## src/rtl/sipo_deserializer_pkg.sv

```systemverilog
// Shared definitions for the SIPO deserializer: FSM state encoding and counter sizing.
package sipo_deserializer_pkg;

    typedef logic [0:0] state_t;

    localparam state_t StIdle  = 1'b0;
    localparam state_t StShift = 1'b1;

    // Width needed to hold a bit count in the range 0..width.
    function automatic int unsigned cnt_width(input int unsigned width);
        return $clog2(width + 1);
    endfunction

endpackage

```

## src/rtl/deser_out_stage.sv

```systemverilog
// Output register of the deserializer: valid/ready handshake and sticky overrun flag.
module deser_out_stage #(
    parameter int unsigned WIDTH = 4
) (
    input  logic             clk,
    input  logic             rst_n,
    input  logic [WIDTH-1:0] word,
    input  logic             word_done,
    input  logic             out_ready,
    input  logic             clr_overrun,
    output logic [WIDTH-1:0] parallel_out,
    output logic             out_valid,
    output logic             overrun
);

    logic [WIDTH-1:0] data_q, data_d;
    logic             valid_q, valid_d;
    logic             overrun_q, overrun_d;
    logic             transfer;
    logic             accept;
    logic             drop;

    assign transfer = valid_q & out_ready;
    // A new word fits if the register is empty or is being emptied on this edge.
    assign accept   = word_done & (~valid_q | out_ready);
    assign drop     = word_done & valid_q & ~out_ready;

    always_comb begin
        data_d    = data_q;
        valid_d   = valid_q;
        overrun_d = overrun_q;

        if (accept) begin
            data_d  = word;
            valid_d = 1'b1;
        end else if (transfer) begin
            valid_d = 1'b0;
        end

        if (drop) begin
            overrun_d = 1'b1;
        end else if (clr_overrun) begin
            overrun_d = 1'b0;
        end
    end

    always_ff @(posedge clk or negedge rst_n) begin
        if (!rst_n) begin
            data_q    <= '0;
            valid_q   <= 1'b0;
            overrun_q <= 1'b0;
        end else begin
            data_q    <= data_d;
            valid_q   <= valid_d;
            overrun_q <= overrun_d;
        end
    end

    assign parallel_out = data_q;
    assign out_valid    = valid_q;
    assign overrun      = overrun_q;

endmodule

```

## src/rtl/sipo_deserializer.sv

```systemverilog
// Serial-in parallel-out receiver: collects qualified serial bits into WIDTH-bit words.
module sipo_deserializer
    import sipo_deserializer_pkg::*;
#(
    parameter int unsigned WIDTH     = 4,
    parameter bit          MSB_FIRST = 1'b1
) (
    input  logic                          clk,
    input  logic                          rst_n,
    input  logic                          serial_in,
    input  logic                          bit_valid,
    input  logic                          frame_sync,
    input  logic                          out_ready,
    input  logic                          clr_overrun,
    output logic [WIDTH-1:0]              parallel_out,
    output logic                          out_valid,
    output logic                          overrun,
    output logic [cnt_width(WIDTH)-1:0]   bit_count
);

    localparam int unsigned CntW = cnt_width(WIDTH);
    localparam logic [CntW-1:0] LastIdx = CntW'(WIDTH - 1);

    if (WIDTH < 2 || WIDTH > 16) begin : gen_width_check
        $error("sipo_deserializer: WIDTH must be in 2..16");
    end

    state_t           state_q, state_d;
    logic [WIDTH-1:0] shreg_q, shreg_d;
    logic [CntW-1:0]  cnt_q, cnt_d;
    logic [WIDTH-1:0] shifted;
    logic [WIDTH-1:0] first_bit;
    logic             last_bit;
    logic             word_done;
    logic [WIDTH-1:0] word;

    // Shift direction decides where the first received bit ends up.
    always_comb begin
        if (MSB_FIRST) begin
            shifted   = {shreg_q[WIDTH-2:0], serial_in};
            first_bit = {{(WIDTH-1){1'b0}}, serial_in};
        end else begin
            shifted   = {serial_in, shreg_q[WIDTH-1:1]};
            first_bit = {serial_in, {(WIDTH-1){1'b0}}};
        end
    end

    assign last_bit = (state_q == StShift) && (cnt_q == LastIdx);

    always_comb begin
        state_d   = state_q;
        shreg_d   = shreg_q;
        cnt_d     = cnt_q;
        word_done = 1'b0;
        word      = shifted;

        if (frame_sync) begin
            // Realignment wins over completion: the sampled bit starts a new word.
            if (bit_valid) begin
                shreg_d = first_bit;
                cnt_d   = CntW'(1);
                state_d = StShift;
            end else begin
                shreg_d = '0;
                cnt_d   = '0;
                state_d = StIdle;
            end
        end else if (bit_valid) begin
            if (last_bit) begin
                word_done = 1'b1;
                shreg_d   = '0;
                cnt_d     = '0;
                state_d   = StIdle;
            end else begin
                shreg_d = shifted;
                cnt_d   = cnt_q + CntW'(1);
                state_d = StShift;
            end
        end
    end

    always_ff @(posedge clk or negedge rst_n) begin
        if (!rst_n) begin
            state_q <= StIdle;
            shreg_q <= '0;
            cnt_q   <= '0;
        end else begin
            state_q <= state_d;
            shreg_q <= shreg_d;
            cnt_q   <= cnt_d;
        end
    end

    assign bit_count = cnt_q;

    deser_out_stage #(
        .WIDTH (WIDTH)
    ) u_out_stage (
        .clk          (clk),
        .rst_n        (rst_n),
        .word         (word),
        .word_done    (word_done),
        .out_ready    (out_ready),
        .clr_overrun  (clr_overrun),
        .parallel_out (parallel_out),
        .out_valid    (out_valid),
        .overrun      (overrun)
    );

endmodule

```

## config.mk

```make
export PLATFORM = sky130hd
export DESIGN_NAME = sipo_deserializer
export DESIGN_NICKNAME = d
export VERILOG_FILES = /design/src/rtl/sipo_deserializer_pkg.sv /design/src/rtl/deser_out_stage.sv /design/src/rtl/sipo_deserializer.sv
export SDC_FILE = /design/constraint.sdc
export NUM_CORES = 1
export LEC_CHECK = 0
export CAP_MARGIN = 0
export CORE_MARGIN = 2
export CORE_UTILIZATION = 44
export CTS_CLUSTER_SIZE = 14
export DETAILED_ROUTE_END_ITERATION = 8
export GPL_TIMING_DRIVEN = 0
export PLACE_DENSITY = 0.76
export SLEW_MARGIN = 20
export SYNTH_ARGS = -nofsm -noshare
export SYNTH_HDL_FRONTEND = slang
export SYNTH_SLANG_ARGS = --single-unit
export TNS_END_PERCENT = 10
```

## constraint.sdc

```tcl
create_clock -name clk -period 1.95 [get_ports clk]
set_input_delay 0.195 -clock clk [delete_from_list [all_inputs] [get_ports clk]]
set_output_delay 0.195 -clock clk [all_outputs]
set_load 0.03 [all_outputs]
```

==> impl_metrics.toml, run 1 <==
[yosys]
synth-warning-count = 0
postSynthAreaPerCell_um2 = 11.5
synth_ff_type = "dfrtp_1"
syn_area_um2 = 576
synth_seq_cells = 13
synth_cell_type_count = 17
syn_inst = 50
ys_top_cells_by_area = "dfrtp_1 (57%), mux2_4 (10%), nand2_1 (5.9%)"
synth_edf_count = 0
ys_top_cells_by_count = "dfrtp_1 (13), nand2_1 (9), a21oi_1 (4), mux2_4 (4)"
synth_most_common_cell = "dfrtp_1"
async_flop_share_pct = 100
synth_top_area_cell = "dfrtp_1"
synth_fp_nets = 58
seq_area_frac_synth_pct = 56.5
synth_top_area_share_pct = 56.5

[clocking]
clk_pin_slew_ns = 0.08
clockBufferDepth = 2
clkLatencyLatePin_ns = 0.27
cts_tree = "done"
post-cts-setup-buffers = 0
cts.sinks = 13
cts_buffers = 3
htree_levels = 1
root_buffer = "clkbuf_4"
postCtsHoldBufs = 0
cts_resized = 0

[worst_setup_path]
rrSetupSlack_ns = 0.47
crit_family = "buffers and inverters"
worst_path_max_delay_cell = "clkdlybuf4s50_1"
start_kind = "register"
cp.required_ns = 1.75
worstSetupPathDepth = 1
critPathArrivalTime_ns = 1.36
critPathLaunch = "bit_count[0]$_DFFE_PN0P_"
critPathKind = "reg -> out"
cp-end-kind = "output port"
reg2reg_from = "bit_count[0]$_DFFE_PN0P_"
rr_endpoint = "u_out_stage.parallel_out[1]$_DFFE_PN0P_"
crit_buf_inv = 1
path_cells = "clkdlybuf4s50_1"
critPathCapture = "bit_count[0]"
r2r_cells = 4
slowest_delay_ns = 0.69
crit_fanout = 4

[power_and_ir_drop]
powerDensity_nw_per_um2 = 765
p_switching_mw = 0.157
internal_power_mw = 0.425
p_comb_share_pct = 20.2
leakagePower_nw = 0.353
seqPwrFrac_pct = 51.9
pwr-share-clk_pct = 27.9
sw_frac_of_total_pct = 27.0
ir_worst_vdd_mv = 0.314

[floorplanning]
ios = 16
start_util_pct = 46.0
die_w_um = 40.2
coreArea_um2 = 1250
dieHeight_um = 40.2
rows = 13
dieArea_um2 = 1610

[sta]
fin_crit_sh_pct = 79.9
max_freq_mhz = 642
rsz0062_at_grt = "no"
setup_violations = 0
hold_violations = 0
worstMarginPinSlew_ns = 0.571
timing.hold.ws_ns = 0.228
slew_violations = 0
post-route-min-period_ns = 1.56
setup_tns_ns = 0
fin_skew_ns = 0.00377
max_slew_margin_pct = 61.8

[layout]
finish.utilization_pct = 60.7
fillers = 112
diodes = 0
final_net_count = 77
drive_above_1_share_pct = 14.7
areaGrowthSynthToFinish_pct = 32.2
final_cells = 83

[placed_design]
io_buffers = 14
hpwl_um = 759
gp_congestion = 0.753
dp.cells = 79

[grt]
grt_pass1_vias = 365
grt_pass1_wl_mm = 1.68
grt_antenna_before_repair = 0
track_usage_pct = 16.4
grt.overflow.total = 0
grt_max_degree = 14

[drt]
remaining_drc_errors = 0
wl_per_cell_um = 12.3
wl_mm = 1.02
via_count = 412
via_per_inst = 4.96
firstDrtPassIters = 2
ant_nets = 0
drt_iter0_drc = 3

[job]
maxCapViolations = 0

[hold_path]
hold_class = "in -> reg"

[status]
status = "completed"
-- worst min-delay path by stage --
stage                           startpoint                                      end  slack [ns]  depth (start not counted)
floorplan                            rst_n                 bit_count[0]$_DFFE_PN0P_       -0.10                          0
global placement    shreg_q[2]$_DFFE_PN0P_  u_out_stage.parallel_out[3]$_DFFE_PN0P_        0.49                          1
detailed placement  shreg_q[2]$_DFFE_PN0P_  u_out_stage.parallel_out[3]$_DFFE_PN0P_        0.49                          1
CTS                              bit_valid                   shreg_q[0]$_DFFE_PN0P_        0.23                          3
global route                     bit_valid                   shreg_q[2]$_DFFE_PN0P_        0.26                          3
finish                           bit_valid                   shreg_q[0]$_DFFE_PN0P_        0.23                          3
-- worst min-delay path, stage by stage --
cell	delay [ns]
buf_4	0.15
nand2_1	0.06
o21ai_0	0.06
-- power by group through the flow --
stage / registers [mW] / clock network, mW / logic (mW)
2_1_floorplan: 0.335 / 0 / 0.0372
3_3_place_gp: 0.307 / 0 / 0.117
3_5_place_dp: 0.307 / 0 / 0.119
4_1_cts: 0.302 / 0.169 / 0.119
5_1_grt: 0.304 / 0.185 / 0.127
6_report: 0.302 / 0.163 / 0.118
-- flip-flops by register name, summed over array words and instances, names as in the netlist --
signal,count
shreg_q,3
u_out_stage.parallel_out,4
bit_count,3
state_q,1
u_out_stage.overrun,1
u_out_stage.out_valid,1
-- layout make-up --
cell class / instances / area (µm²) / share of cell area, %
Clock buffer: 4 / 26.3 / 3.45
Tap cell: 15 / 18.8 / 2.47
Multi-Input combinational cell: 33 / 231 / 30.4
Buffer: 1 / 7.51 / 0.987
Timing Repair Buffer: 14 / 140 / 18.4
Inverter: 3 / 11.3 / 1.48
Sequential cell: 13 / 325 / 42.8
-- metrics by stage --
stage	total power [mW]	instance area [µm²]	worst slack [ns]
3_3_place_gp	0.424	734	0.247
5_1_grt	0.617	761	0.355
3_5_place_dp	0.426	734	0.245
2_1_floorplan	0.372	576	0.375
6_report	0.582	761	0.391
4_1_cts	0.591	761	0.384
-- layout by cell type (no fill, tap or decap), drive strengths merged --
cell / count
a21oi: 4
and4bb: 1
buf: 1
clkbuf: 4
clkdlybuf4s50: 14
dfrtp: 13
ha: 1
inv: 3
mux2: 4
mux2i: 1
nand2: 9
nand2b: 1
nand3: 4
nand3b: 1
nor2: 3
o21ai: 2
o22ai: 1
o2bb2ai: 1
-- kinds of logic after synthesis --
kind of cell	after synthesis	share of synthesized area, %
compound gates	8	7.83
fa+ha+maj	1	2.17
buf+inv	4	3.26
flops	13	56.5
mux	5	12.2
simple gates	19	18.0
-- per-layer routing --
metal	up-vias	share of wire [%]	wire (µm)	track usage, %
li1	206	-	-	-
met1	192	48	487	22.2
met2	12	45	464	23.4
met3	2	5.7	58	5.00
met4	0	1.3	13	7.76
met5	-	0	0	0
Power figures use the tool's default switching activity.
==> inputs of run 2 (changes only) <==
--- a/config.mk
+++ b/config.mk
@@ -7,11 +7,11 @@
 export LEC_CHECK = 0
 export CAP_MARGIN = 0
 export CORE_MARGIN = 2
-export CORE_UTILIZATION = 44
+export CORE_UTILIZATION = 40
 export CTS_CLUSTER_SIZE = 14
 export DETAILED_ROUTE_END_ITERATION = 8
 export GPL_TIMING_DRIVEN = 0
-export PLACE_DENSITY = 0.76
+export PLACE_DENSITY = 0.73
 export SLEW_MARGIN = 20
 export SYNTH_ARGS = -nofsm -noshare
 export SYNTH_HDL_FRONTEND = slang
==> constraint.sdc (replaced) <==
create_clock -name clk -period 1.4 [get_ports clk]
set_input_delay 0.14 -clock clk [delete_from_list [all_inputs] [get_ports clk]]
set_output_delay 0.14 -clock clk [all_outputs]
set_load 0.03 [all_outputs]
==> run 2 against run 1 <==
Against the previous run:
- worst setup slack worse by 0.37 ns
- clock power grew 36%
- cell area rose by 1.5%
- largest cell class unchanged
- critical path depth up 3
==> impl_metrics.toml, run 2 (synthesis gave the netlist of run 1 again) <==
[clocking]
htree_levels = 1
root_buffer = "clkbuf_4"
clk_pin_slew_ns = 0.07
clkLatencyLatePin_ns = 0.27
clockBufferDepth = 2
cts.sinks = 13
cts_buffers = 3
cts_tree = "done"
postCtsHoldBufs = 0

[floorplanning]
ios = 16
start_util_pct = 43.7
die_w_um = 41.9
rows = 13
dieHeight_um = 41.9
dieArea_um2 = 1760
coreArea_um2 = 1320

[layout]
largest_reg_flops = 4
seq_area_um2 = 328
fillers = 109
fin_area_um2 = 772
drive_above_1_share_pct = 20.3
multi_input_area_um2 = 244
mostFrequentLayoutCells = "dfrtp_1 (11), nand2_1 (9), dlygate4sd2_1 (9), clkdlybuf4s50_1 (5)"
final_common_cell = "dfrtp_1"
final_net_count = 78
areaGrowthSynthToFinish_pct = 34.1
diodes = 0
finish.utilization_pct = 58.6

[power_and_ir_drop]
ir_worst_vdd_mv = 0.686
leakagePower_nw = 0.392
powerDensity_nw_per_um2 = 1030

[worst_setup_path]
r2r_cells = 4
rrSetupSlack_ns = 0.02
start_kind = "register"
cp.required_ns = 1.56
crit_fanout = 4
critPathArrivalTime_ns = 1.54
rr_endpoint = "u_out_stage.parallel_out[2]$_DFFE_PN0P_"
cp-end-kind = "register"
reg2reg_from = "bit_count[0]$_DFFE_PN0P_"
critPathKind = "reg -> reg"

[grt]
grt.overflow.total = 0
grt_pass1_vias = 405
grt_antenna_before_repair = 0
grt_pass1_wl_mm = 1.81
grt_max_degree = 14
track_usage_pct = 14.0

[drt]
via_per_inst = 5.04
drt_iter0_drc = 21
remaining_drc_errors = 0
wl_mm = 1.01
wl_per_cell_um = 12.0
via_count = 423
ant_nets = 0
firstDrtPassIters = 4

[sta]
setup_violations = 0
post-route-min-period_ns = 1.38
rsz0062_at_grt = "yes"
fin_skew_ns = 0.00164
hold_violations = 0
worstMarginPinSlew_ns = 0.575
timing.hold.ws_ns = 0.180
setup_tns_ns = 0
max_freq_mhz = 723
layout_setup_ws_ns = 0.0165
slew_violations = 0
max_slew_margin_pct = 61.5
fin_crit_sh_pct = 98.8

[placed_design]
dpl_cell_area_um2 = 749
gp_congestion = 0.769
pre_cts_ws_ns = -0.246
io_buffers = 14
hpwl_um = 753

[hold_path]
min-delay-start = "bit_valid"
hold_class = "in -> reg"
min_path_cells = 3
hold_end = "shreg_q[0]$_DFFE_PN0P_"

[job]
maxCapViolations = 0

[status]
status = "completed"
[run 2: cell types whose count changed in the layout (fill, tap and decap cells not counted), sizes merged]
cell | previous run | this run
buf | 1 | 2
dlygate4sd2 | 0 | 9
clkdlybuf4s50 | 14 | 5
[run 2: power by group]
| part | switching, mW | internal (mW) | total (mW) | leakage [nW] |
|---|---|---|---|---|
| registers | 0.0208 | 0.403 | 0.424 | 0.171 |
| logic | 0.0846 | 0.0685 | 0.153 | 0.207 |
| clock network | 0.112 | 0.110 | 0.222 | 0.0150 |
| total | 0.217 | 0.582 | 0.799 | 0.392 |
[run 2: repair_timing]
item	in CTS	in global routing
cloned	0	0
setup buffers	0	1
resized for setup	9	0
endpoints found under the hold margin	0	0
endpoints found under the setup margin	9	4
[run 2: through the flow]
step / power [mW] / cells
global placement: 0.596 / 79
CTS: 0.814 / 83
floorplan: 0.524 / 50
global route: 0.854 / 84
finish: 0.799 / 84
detailed placement: 0.601 / 79
[run 2: worst max-delay path by stage]
stage	to	slack [ns]	from	cells after the start
after global placement	u_out_stage.parallel_out[0]$_DFFE_PN0P_	-0.24	frame_sync	4
after CTS	u_out_stage.parallel_out[2]$_DFFE_PN0P_	0.005	bit_count[0]$_DFFE_PN0P_	4
final	u_out_stage.parallel_out[2]$_DFFE_PN0P_	0.02	bit_count[0]$_DFFE_PN0P_	4
after global routing	u_out_stage.parallel_out[3]$_DFFE_PN0P_	-0.04	bit_count[0]$_DFFE_PN0P_	4
after detailed placement	u_out_stage.parallel_out[2]$_DFFE_PN0P_	-0.25	frame_sync	4
after floorplan	u_out_stage.parallel_out[0]$_DFFE_PN0P_	-0.04	bit_count[0]$_DFFE_PN0P_	4
[run 2: cell type report]
class                      instances  area share (%)
timing repair buffer              15            17.7
multi-input combinational         33            31.6
sequential                        13            42.5
tap                               15            2.43
inverter                           3            1.46
buffer                             1           0.972
clock buffer                       4            3.40
[run 2: critical path, stage by stage (launching register included)]
cell and delay [ns]:
dfrtp_2 0.44, ha_4 0.17, and4bb_2 0.25, nand3_4 0.10
mux2_4 0.31
[run 2: per-layer routing]
metal	share of wire, %	wire, µm	track usage, %
met5	0	0	0
met1	49	493	19.0
met3	8.3	84	8.26
met2	43	430	18.8
met4	0	0	3.87
